--- src/rtl/hamming_secded_pipe.sv ---
// rtl/hamming_secded_pipe.sv - pipelined SECDED Hamming encoder/decoder with saturating error counters
// Optional HAMMING_ERR_INJECT_EN adds a one-shot codeword error-injection path on the encode channel.
module hamming_secded_pipe #(
  parameter int PARITY_BITS = 4,
  parameter int DATA_WIDTH  = (1 << PARITY_BITS) - PARITY_BITS - 1,
  parameter int CODE_WIDTH  = (1 << PARITY_BITS),
  parameter int CNT_WIDTH   = 16
) (
  input  logic                   clk,
  input  logic                   rst_n,
  input  logic                   enc_valid_i,
  output logic                   enc_ready_o,
  input  logic [DATA_WIDTH-1:0]  enc_data_i,
  output logic                   cw_valid_o,
  input  logic                   cw_ready_i,
  output logic [CODE_WIDTH-1:0]  cw_o,
  input  logic                   dec_valid_i,
  output logic                   dec_ready_o,
  input  logic [CODE_WIDTH-1:0]  dec_cw_i,
  output logic                   dec_valid_o,
  input  logic                   dec_ready_i,
  output logic [DATA_WIDTH-1:0]  dec_data_o,
  output logic                   dec_corr_o,
  output logic                   dec_uncorr_o,
  output logic [PARITY_BITS-1:0] dec_synd_o,
  input  logic                   clr_cnt_i,
  output logic [CNT_WIDTH-1:0]   ce_cnt_o,
  output logic [CNT_WIDTH-1:0]   ue_cnt_o
`ifdef HAMMING_ERR_INJECT_EN
  ,
  input  logic                   inj_arm_i,
  input  logic [CODE_WIDTH-1:0]  inj_mask_i,
  output logic                   inj_pend_o
`endif
);

  function automatic logic [PARITY_BITS-1:0] synd_of(input logic [CODE_WIDTH-1:0] cw);
    logic [PARITY_BITS-1:0] s;
    s = '0;
    for (int i = 1; i < CODE_WIDTH; i++)
      if (cw[i]) s = s ^ PARITY_BITS'(i);
    return s;
  endfunction

  // Data bit for non-power-of-two position i sits at index i - clog2(i) - 1.
  function automatic logic [CODE_WIDTH-1:0] place(input logic [DATA_WIDTH-1:0] d);
    logic [CODE_WIDTH-1:0] cw;
    cw = '0;
    for (int i = 3; i < CODE_WIDTH; i++)
      if ((i & (i - 1)) != 0) cw[i] = d[i - $clog2(i) - 1];
    return cw;
  endfunction

  function automatic logic [DATA_WIDTH-1:0] extract(input logic [CODE_WIDTH-1:0] cw);
    logic [DATA_WIDTH-1:0] d;
    d = '0;
    for (int i = 3; i < CODE_WIDTH; i++)
      if ((i & (i - 1)) != 0) d[i - $clog2(i) - 1] = cw[i];
    return d;
  endfunction

  // The syndrome of the data-only word is exactly the parity vector that zeroes it.
  function automatic logic [CODE_WIDTH-1:0] encode(input logic [DATA_WIDTH-1:0] d);
    logic [CODE_WIDTH-1:0]  cw;
    logic [PARITY_BITS-1:0] s;
    cw = place(d);
    s  = synd_of(cw);
    for (int k = 0; k < PARITY_BITS; k++) cw[1 << k] = s[k];
    cw[0] = ^cw[CODE_WIDTH-1:1];
    return cw;
  endfunction

  logic                  enc_fire;
  logic [CODE_WIDTH-1:0] inj_eff;

  assign enc_ready_o = !cw_valid_o | cw_ready_i;
  assign enc_fire    = enc_valid_i & enc_ready_o;

`ifdef HAMMING_ERR_INJECT_EN
  logic [CODE_WIDTH-1:0] inj_mask_q;

  always_comb begin
    inj_eff = '0;
    if (inj_arm_i)       inj_eff = inj_mask_i;
    else if (inj_pend_o) inj_eff = inj_mask_q;
  end

  always_ff @(posedge clk) begin
    if (!rst_n) begin
      inj_pend_o <= 1'b0;
      inj_mask_q <= '0;
    end else begin
      if (inj_arm_i) inj_mask_q <= inj_mask_i;
      if (enc_fire)       inj_pend_o <= 1'b0;
      else if (inj_arm_i) inj_pend_o <= 1'b1;
    end
  end
`else
  assign inj_eff = '0;
`endif

  always_ff @(posedge clk) begin
    if (!rst_n) begin
      cw_valid_o <= 1'b0;
      cw_o       <= '0;
    end else if (enc_fire) begin
      cw_valid_o <= 1'b1;
      cw_o       <= encode(enc_data_i) ^ inj_eff;
    end else if (cw_ready_i) begin
      cw_valid_o <= 1'b0;
    end
  end

  logic                   s1_valid;
  logic [CODE_WIDTH-1:0]  s1_cw;
  logic [PARITY_BITS-1:0] s1_synd;
  logic                   s1_par;
  logic                   s2_ready;
  logic                   dec_fire;
  logic                   out_fire;
  logic [CODE_WIDTH-1:0]  fix_cw;

  assign s2_ready    = !dec_valid_o | dec_ready_i;
  assign dec_ready_o = !s1_valid | s2_ready;
  assign dec_fire    = dec_valid_i & dec_ready_o;
  assign out_fire    = dec_valid_o & dec_ready_i;

  always_ff @(posedge clk) begin
    if (!rst_n) begin
      s1_valid <= 1'b0;
      s1_cw    <= '0;
      s1_synd  <= '0;
      s1_par   <= 1'b0;
    end else if (dec_fire) begin
      s1_valid <= 1'b1;
      s1_cw    <= dec_cw_i;
      s1_synd  <= synd_of(dec_cw_i);
      s1_par   <= ^dec_cw_i;
    end else if (s2_ready) begin
      s1_valid <= 1'b0;
    end
  end

  // Only odd overall parity with a nonzero syndrome points at a flippable position.
  always_comb begin
    fix_cw = s1_cw;
    if (s1_par && (s1_synd != '0)) fix_cw[s1_synd] = ~s1_cw[s1_synd];
  end

  always_ff @(posedge clk) begin
    if (!rst_n) begin
      dec_valid_o  <= 1'b0;
      dec_data_o   <= '0;
      dec_corr_o   <= 1'b0;
      dec_uncorr_o <= 1'b0;
      dec_synd_o   <= '0;
    end else if (s1_valid && s2_ready) begin
      dec_valid_o  <= 1'b1;
      dec_data_o   <= extract(fix_cw);
      dec_corr_o   <= s1_par;
      dec_uncorr_o <= !s1_par && (s1_synd != '0);
      dec_synd_o   <= s1_synd;
    end else if (dec_ready_i) begin
      dec_valid_o <= 1'b0;
    end
  end

  always_ff @(posedge clk) begin
    if (!rst_n || clr_cnt_i) begin
      ce_cnt_o <= '0;
      ue_cnt_o <= '0;
    end else if (out_fire) begin
      if (dec_corr_o && !(&ce_cnt_o))   ce_cnt_o <= ce_cnt_o + CNT_WIDTH'(1);
      if (dec_uncorr_o && !(&ue_cnt_o)) ue_cnt_o <= ue_cnt_o + CNT_WIDTH'(1);
    end
  end

endmodule

--- config.mk ---
export PLATFORM = sky130hd
export DESIGN_NAME = hamming_secded_pipe
export DESIGN_NICKNAME = d
export VERILOG_FILES = /design/src/rtl/hamming_secded_pipe.sv
export SDC_FILE = /design/constraint.sdc
export NUM_CORES = 1
export LEC_CHECK = 0
export ABC_AREA = 1
export BUFFER_PORTS_ARGS = -buffer_cell sky130_fd_sc_hd__buf_2
export CAP_MARGIN = 20
export CORE_AREA = 2 2 114 116
export CTS_CLUSTER_SIZE = 25
export DETAILED_ROUTE_END_ITERATION = 16
export DIE_AREA = 0 0 116 118
export GPL_TIMING_DRIVEN = 1
export PLACE_DENSITY = 0.55
export SYNTH_ARGS = -nofsm -noshare
export SYNTH_HDL_FRONTEND = slang
export SYNTH_SLANG_ARGS = --single-unit
--- constraint.sdc ---
create_clock -name clk -period 2.07 [get_ports clk]
set_input_delay 0.207 -clock clk [delete_from_list [all_inputs] [get_ports clk]]
set_output_delay 0.207 -clock clk [all_outputs]
set_load 0.01 [all_outputs]
==> summary.md, run 1 <==
| Metric | Value |
|---|---|
| CP max FO | 15 |
| Hold Path Class | in -> reg |
| Drt wl/cell | 12.52 um |
| CTS buffer count | 9 |
| IO Count | 103 |
| Synth cell types | 34 |
| Post-synth top area cell | dfxtp_1 |
| DRC Markers | 0 |
| Share of cells above drive strength 1 | 17.85% |
| Final nets | 821 |
| WP data required | 2300 ps |
| Setup tns final | 0 ps |
| Core ar. | 0.01241 sq mm |
| Clock Latency Late Sink | 350 ps |
| Chip width | 116 um |
| Vias in the first global route | 4,220 |
| Buffer count from post-CTS setup fixing | 0 |
| Routability cong. | 0.8843 |
| Most used DFF post-synth | dfxtp_1 |
| I/O Buffers | 102 |
| Placed insts | 946 |
| Tot GR Track Use | 18.06% |
| 1st-pass router iterations | 5 |
| Resized Gates After CTS | 0 |
| Critical path endpoint category | flip-flop |
| Synth area leaders | dfxtp_1, nand2_1, a21oi_1 |
| Initial antenna violation count | 0 |
| Clock skew | 6.604 ps |
| Worst ir drop on vdd | 309.2 uV |
| Clock sink count | 89 |
| Largest net degree at the start of global routing | 33 |
| Initial Utilization | 37.21% |
| Total power | 4.252 mW |
| Final std cells w/o fill | 962 |
| Post-DRT Antenna Nets | 0 |
| Clock transition at path regs | 60 ps |
| Max_cap viols | 0 |
| CP Class | reg -> reg |
| CP Buf/Inv Count | 2 |
| DRT iter0 DRCs | 282 |
| Via count | 4,609 |
| Area Growth Syn to Fin | 22.21% |
| Rows | 41 |
| Max Buffers Root-to-Sink | 2 |
| Synthesized cell area | 0.004619 sq mm |
| Leak | 2.481 nW |
| CP Launch Type | flip-flop |
| Slew headroom | 68.95% |
| Fin. Hold Viols | 0 |
| Seq/Total Area, Yosys | 38.57% |
| Synth Area per Inst | 6.783 sq um |
| Antenna Cells | 0 |
| Syn_nets | 717 |
| Die area | 0.01369 sq mm |
| Mapped Cells | 681 |
| EDFF count, synth | 0 |
| CTS tree | done |
| CTS Hold Bufs | 0 |
| H-Tree Depth | 3 |
| CP arrival | 2050 ps |
| RSZ-0062 raised after global routing | false |
| Post-Route WL | 12,040 um |
| Fmax | 550.0 MHz |
| Delay-heaviest family, CP | simple AND/OR/NAND/NOR gates |
| Crit-path slowest cell | dfxtp_1 |
| Hpwl dp | 9235 um |
| Status | finished clean |
| Vias per cell | 4.791 |
| Power Density | 753.2 mW/mm^2 |
| Yosys top cell area share | 38.57% |
| Global route overflow | 0 |
| CP max stage delay | 420 ps |
| Final setup fails | 0 |
| Root Buffer | clkbuf_16 |
| Die span in y | 118 um |
| Ys Warns | 0 |
| Period utilization | 87.84% |
| Final Max Slew Viols | 0 |
| Ys async rst share | 0% |
| Final Util | 45.47% |
| Minimum clock period | 1818 ps |
| First-pass GRT wire length | 20,090 um |
| Worst-Margin Slew | 462.9 ps |
| FF+latch count, synth | 89 |
| Cell Chain, Critical Path | ha_1 > inv_1 > nor4_4 > nand3_2 > nand2_2 > inv_2 > nand2_1 > xor2_1 > nor2_1 |
[final cells by class]
class	count	area [sq um]
clock inverters	2	35.03
fillers	1347	6769
inverters	77	289.0
clock buffers	14	274.0
flip-flops and latches	89	1782
multi-input cells	495	2457
repair buffers	113	593.1
well taps	172	215.2
[cell usage in the layout, fill, tap and decap left out, types with 2 or more instances in the layout]
master and n:
buf_4 11, a31oi_1 3, xnor2_1 22, o21bai_1 3, o21ai_1 3, xor2_1 22
inv_1 70, clkbuf_16 9, nand4_1 7, nor2_2 2, o21ai_0 68, nor4_1 3
nor3_1 6, dfxtp_1 89, inv_2 6, nand2_1 169, a21oi_1 71, buf_2 102
nand3_1 46, clkbuf_1 2, o211ai_1 2, nor2_1 56, ha_1 2, clkbuf_8 3
a21o_1 2
[metrics by stage]
| stage | area [sq um] | hold slack, ps | setup WS, ps |
|---|---|---|---|
| after floorplan | 4619 | 345.4 | 376.8 |
| after global placement | 5336 | 452.5 | 347.8 |
| after detailed placement | 5336 | 454.3 | 283.8 |
| after CTS | 5645 | 114.8 | 267.7 |
| after global routing | 5645 | 151.0 | 43.67 |
| final | 5645 | 126.2 | 251.7 |
[logic make-up (layout without fill, tap and decap cells)]
kind of cell	after synthesis	in the layout	share of synthesized area, %
AND/OR/NAND/NOR	296	296	27.17
flip-flops	89	89	38.57
adder cells (fa/ha/maj)	2	2	0.5416
XOR/XNOR	44	44	8.342
AO/OA/AOI/OAI	153	153	17.14
buffers and inverters	97	206	8.233
[path summary, 6_finish.rpt]
check                end          start  slack [ps]  cells past startpoint
max reg2reg  ce_cnt_o[6]    ce_cnt_o[0]         250                      9
max          ce_cnt_o[6]    ce_cnt_o[0]         250                      9
min reg2reg     s1_cw[2]       s1_cw[2]         460                      2
min              cw_o[6]  enc_data_i[2]         130                      3
[metal layers]
metal	part of all wire (%)	global-route usage, %	vias to the layer above
met5	0	0	-
met3	4.7	2.987	15
met4	1.7	6.994	0
met2	46	28.76	104
met1	48	24.26	2060
li1	-	-	2430
[sequential cells by signal (all words and copies together) (netlist names)]
signal and flops:
dec_synd_o 4, cw_o 16, s1_cw 16, ue_cnt_o 16
dec_data_o 11, cw_valid_o 1, s1_valid 1, dec_valid_o 1
s1_synd 4, ce_cnt_o 16, dec_corr_o 1, s1_par 1
dec_uncorr_o 1
[synth_stat cells, drive strengths merged (2+ instances only)]
| master | number |
|---|---|
| nand2 | 170 |
| dfxtp | 89 |
| inv | 76 |
| a21oi | 71 |
| o21ai | 71 |
| nor2 | 58 |
| nand3 | 47 |
| xnor2 | 22 |
| xor2 | 22 |
| clkbuf | 15 |
| nand4 | 7 |
| nor3 | 7 |
| buf | 5 |
| nor4 | 4 |
| a31oi | 3 |
| o21bai | 3 |
| a21o | 2 |
| ha | 2 |
| nor3b | 2 |
| o211ai | 2 |
[worst reg2reg max path: stages (launching register included)]
cell and delay [ps]:
dfxtp_1 420, ha_1 230, inv_1 90, nor4_4 250, nand3_2 100, nand2_2 140, inv_2 140, nand2_1 130
xor2_1 160, nor2_1 50
[power by group]
part | leakage, nW | internal (mW) | switching [mW]
clock | 0.153 | 1.03 | 0.664
combinational | 1.60 | 0.260 | 0.441
sequential | 0.729 | 1.80 | 0.0546
Note: power is estimated with default switching activity, not from simulation.
==> run 2, diff against run 1 <==
Settings changed: CORE_AREA 2 2 114 116 to 2 2 114 83, DIE_AREA 0 0 116 118 to 0 0 116 85, PLACE_DENSITY 0.55 to 0.75.
==> summary.md, run 2 (synthesized netlist as in run 1, its figures left out) <==
| Metric | Value |
|---|---|
| Worst-Margin Slew | 478.1 ps |
| Critical path endpoint category | flip-flop |
| Buffer count from post-CTS setup fixing | 0 |
| Initial antenna violation count | 0 |
| Minimum clock period | 1818 ps |
| Clock transition at path regs | 60 ps |
| DRC Markers | 0 |
| Final nets | 822 |
| Tot GR Track Use | 25.43% |
| Vias in the first global route | 4,372 |
| CP most frequent cell | inv_1 |
| Root Buffer | clkbuf_16 |
| Filler cell count | 846 |
| Status | finished clean |
| 1st-pass router iterations | 5 |
| Clock skew | 3.527 ps |
| Cell Chain, Critical Path | ha_1 > inv_1 > nor4_1 > inv_1 > nor2_1 > nand2_1 > o21ai_0 > a21oi_1 |
| Final Util | 63.25% |
| Crit-path slowest cell | dfxtp_1 |
| Clock sink count | 89 |
| Area of the multi-input gates | 0.002457 sq mm |
| Drt wl/cell | 13.42 um |
| CP Launch Type | flip-flop |
| CP Class | reg -> reg |
| Setup ws final | 251.9 ps |
| Fmax | 550.0 MHz |
| I/O Buffers | 102 |
| Area Growth Syn to Fin | 20.23% |
| Hold Path Class | in -> reg |
| Routability cong. | 0.9394 |
| Clock Latency Late Sink | 340 ps |
| CTS tree | done |
| Vias per cell | 5.258 |
| Most common cell after layout, fill and taps aside | nand2_1 |
| Slew headroom | 68.09% |
| Hpwl dp | 9269 um |
| Design area | 0.005554 sq mm |
| Total power | 4.109 mW |
| Final Max Slew Viols | 0 |
| Share of cells above drive strength 1 | 17.77% |
| CP max stage delay | 410 ps |
| Placed inst area | 0.005284 sq mm |
| Post-DRT Antenna Nets | 0 |
| Largest net degree at the start of global routing | 42 |
| Chip width | 116 um |
| Leak | 2.467 nW |
| Die area | 0.009860 sq mm |
| Antenna Cells | 0 |
| Most frequent cells in the layout | nand2_1, buf_2, dfxtp_1 |
| Rows | 29 |
| Final setup fails | 0 |
| Global route overflow | 0 |
| Core ar. | 0.008781 sq mm |
| Resized Gates After CTS | 0 |
| Via count | 4,795 |
| Power Density | 739.8 mW/mm^2 |
| RSZ-0062 raised after global routing | false |
| Period utilization | 87.83% |
| WP data required | 2300 ps |
| CTS buffer count | 9 |
| H-Tree Depth | 3 |
| Dpl ws | 303.9 ps |
| CTS Hold Bufs | 0 |
| Max Buffers Root-to-Sink | 2 |
| Post-Route WL | 12,240 um |
| Fin. Hold Viols | 0 |
| IO Count | 103 |
| First-pass GRT wire length | 20,040 um |
| Max_cap viols | 0 |
| DRT iter0 DRCs | 312 |
| FF/Latch Area | 0.001782 sq mm |
| CP max FO | 7 |
| Initial Utilization | 52.61% |
| Die span in y | 85 um |
| CP arrival | 2050 ps |
| Setup tns final | 0 ps |
| Worst ir drop on vdd | 592.7 uV |
==> run 2: cell types whose count changed in the layout (fill, tap and decap cells not counted), sizes merged <==
cell / delta
buf: +1
bufinv: -1
clkbuf: -1
clkinv: -1
==> run 2: report_power, final <==
group          internal [mW]  leakage (nW)  total (mW)  switching [mW]
clock                  0.893         0.134        1.54           0.642
combinational          0.261          1.60       0.718           0.457
sequential              1.80         0.729        1.86          0.0565
==> run 2: layout make-up <==
class,instances,share of cell area (%)
multi-input combinational,495,44.24
sequential,89,32.08
timing repair buffer,114,10.81
inverter,77,5.204
clock buffer,13,4.866
tap,124,2.793
==> run 2: metrics by stage <==
| step | hold WS, ps | instances |
|---|---|---|
| final | 135.8 | 912 |
| after floorplan | 345.4 | 681 |
| after detailed placement | 449.4 | 899 |
| after global placement | 443.5 | 899 |
| after CTS | 130.9 | 912 |
| after global routing | 163.7 | 912 |
==> run 2: path summary, 6_finish.rpt <==
kind               startpoint     endpoint  slack, ps  cells after the start
hold reg to reg   ue_cnt_o[4]  ue_cnt_o[4]        460                      2
setup reg to reg  ue_cnt_o[0]  ue_cnt_o[8]        250                      8
hold / removal    enc_valid_i   cw_valid_o        140                      3
setup / recovery  ue_cnt_o[0]  ue_cnt_o[8]        250                      8
==> run 2: layer usage <==
| layer | part of all wire, % | vias to the layer above | track usage, % |
|---|---|---|---|
| li1 | - | 2412 | - |
| met1 | 48 | 2182 | 35.82 |
| met2 | 43 | 173 | 37.53 |
| met3 | 6.7 | 28 | 6.214 |
| met4 | 2.7 | 0 | 10.06 |
| met5 | 0 | - | 0 |
==> run 2: critical path, delay by kind of cell, from the launching register on <==
kind,cells,cell delay (ps)
AOI/OAI and AO/OA,2,210
adders and majority gates,1,210
buffers and inverters,2,140
DFF,1,410
and+or+nand+nor,3,740
==> run 3, diff against run 2 <==
Settings changed: BUFFER_PORTS_ARGS -buffer_cell sky130_fd_sc_hd__buf_2 to not set, CORE_AREA 2 2 114 83 to 2 2 108 79, DIE_AREA 0 0 116 85 to 0 0 110 81, DONT_BUFFER_PORTS set to 1, PLACE_DENSITY 0.75 to 0.72, REMOVE_ABC_BUFFERS set to 1.
==> summary.md, run 3 (synthesized netlist as in run 1, its figures left out) <==
| Metric | Value |
|---|---|
| Status | finished clean |
| WP data required | 2330 ps |
| RSZ-0062 raised after global routing | false |
| Root Buffer | clkbuf_8 |
| CP max stage delay | 430 ps |
| Routability cong. | 0.8874 |
| Vias in the first global route | 4,044 |
| CP Class | reg -> reg |
| Cell Chain, Critical Path | ha_1 > inv_1 > nor4_1 > inv_1 > nor2_1 > nand3_1 > o21ai_0 > nor2_1 |
| Final setup fails | 0 |
| DRT iter0 DRCs | 308 |
| CP arrival | 2130 ps |
| IO Count | 103 |
| Most common cell after layout, fill and taps aside | nand2_1 |
| Leak | 1.979 nW |
| Clock skew | 9.626 ps |
| Antenna Cells | 0 |
| Placed insts | 778 |
| Critical path endpoint category | flip-flop |
| Max Buffers Root-to-Sink | 2 |
| CP max FO | 7 |
| Hold Path Class | in -> reg |
| Crit-path slowest cell | dfxtp_1 |
| Die area | 0.008910 sq mm |
| FF/Latch Area | 0.001782 sq mm |
| Core ar. | 0.008023 sq mm |
| Final Max Slew Viols | 0 |
| Post-DRT Antenna Nets | 0 |
| Fin. Hold Viols | 0 |
| I/O Buffers | 0 |
| Vias per cell | 5.526 |
| Drt wl/cell | 14.34 um |
| 1st-pass router iterations | 5 |
| Rows | 28 |
| Tot GR Track Use | 26.47% |
| Share of cells above drive strength 1 | 5.908% |
| Delay-heaviest family, CP | simple AND/OR/NAND/NOR gates |
| Area Growth Syn to Fin | 8.722% |
| Clock transition at path regs | 90 ps |
| Final nets | 726 |
| Most frequent cells in the layout | nand2_1, dfxtp_1, a21oi_1 |
| Die span in y | 81 um |
| Power Density | 731.6 mW/mm^2 |
| H-Tree Depth | 3 |
| Hpwl dp | 8498 um |
| Global route overflow | 0 |
| Chip width | 110 um |
| Area of the multi-input gates | 0.002457 sq mm |
| Final std cells w/o fill | 799 |
| Post-Route WL | 11,460 um |
| Setup tns final | 0 ps |
| Minimum clock period | 1870 ps |
| Period utilization | 90.35% |
| Resized Gates After CTS | 0 |
| Initial antenna violation count | 0 |
| Largest net degree at the start of global routing | 38 |
| First-pass GRT wire length | 18,540 um |
| Fmax | 534.7 MHz |
| Slew headroom | 49.23% |
| Clock sink count | 89 |
| Via count | 4,415 |
| CTS tree | done |
| Worst-Margin Slew | 760.8 ps |
| Buffer count from post-CTS setup fixing | 0 |
| CP Buf/Inv Count | 2 |
| Initial Utilization | 57.58% |
| CTS buffer count | 9 |
| Clock Latency Late Sink | 360 ps |
| CP Launch Type | flip-flop |
| Filler cell count | 762 |
| DRC Markers | 0 |
| Max_cap viols | 0 |
| Worst ir drop on vdd | 523.0 uV |
## run 3: cell count changes in the layout (fill, tap and decap cells not counted)
| cell | delta |
|---|---|
| bufinv_16 | +1 |
| buf_2 | -102 |
| buf_16 | +1 |
| clkbuf_8 | +8 |
| dlygate4sd3_1 | +5 |
| clkinv_2 | +2 |
| clkbuf_16 | -9 |
## run 3: layer usage
metal	share of wire, %	routed length, um	GRT usage [%]	up-vias
met5	0	0	0	-
met4	1.4	165	6.835	0
met3	9.3	1071	9.310	21
met2	43	4967	41.47	164
met1	46	5254	34.78	2013
li1	-	-	-	2217
## run 3: final cells by class
class | count | area share (%)
timing repair buffer | 18 | 3.338
multi-input combinational | 495 | 48.93
sequential | 89 | 35.48
clock buffer | 12 | 3.089
inverter | 77 | 5.755
tap | 105 | 2.616
clock inverter | 3 | 0.7972
## run 3: what timing repair did
item,4_1_cts,5_1_grt
endpoints found under the hold margin,37,0
hold buffers,5,0
setup endpoints to repair,0,0
## run 3: path summary, 6_finish.rpt
kind / from / end / depth (start not counted) / slack, ps
setup / recovery: ue_cnt_o[1] / ue_cnt_o[14] / 8 / 200
hold / removal: enc_data_i[3] / cw_o[7] / 2 / 20
setup reg to reg: ue_cnt_o[1] / ue_cnt_o[14] / 8 / 200
hold reg to reg: s1_cw[1] / s1_cw[1] / 2 / 460
## run 3: stage by stage
step	power, mW	util, %	hold WS [ps]	instance area (sq um)	worst slack, ps
floorplan	2.339	-	304.6	4528	220.9
global placement	2.465	59.20	312.4	4750	353.4
detailed placement	2.485	59.20	317.8	4750	271.2
CTS	3.691	62.26	9.221	4995	260.3
global route	3.869	62.60	28.57	5022	65.22
finish	3.674	62.60	15.27	5022	199.7
## run 3: worst register-to-register path, cell delays in order (launching register included)
cell and delay (ps):
dfxtp_1 430, ha_1 200, inv_1 60, nor4_1 240
inv_1 70, nor2_1 350, nand3_1 140, o21ai_0 220
nor2_1 60
## run 3: report_power, final
| group | switching (mW) | internal [mW] |
|---|---|---|
| combinational | 0.375 | 0.216 |
| clock | 0.585 | 0.614 |
| sequential | 0.0868 | 1.80 |
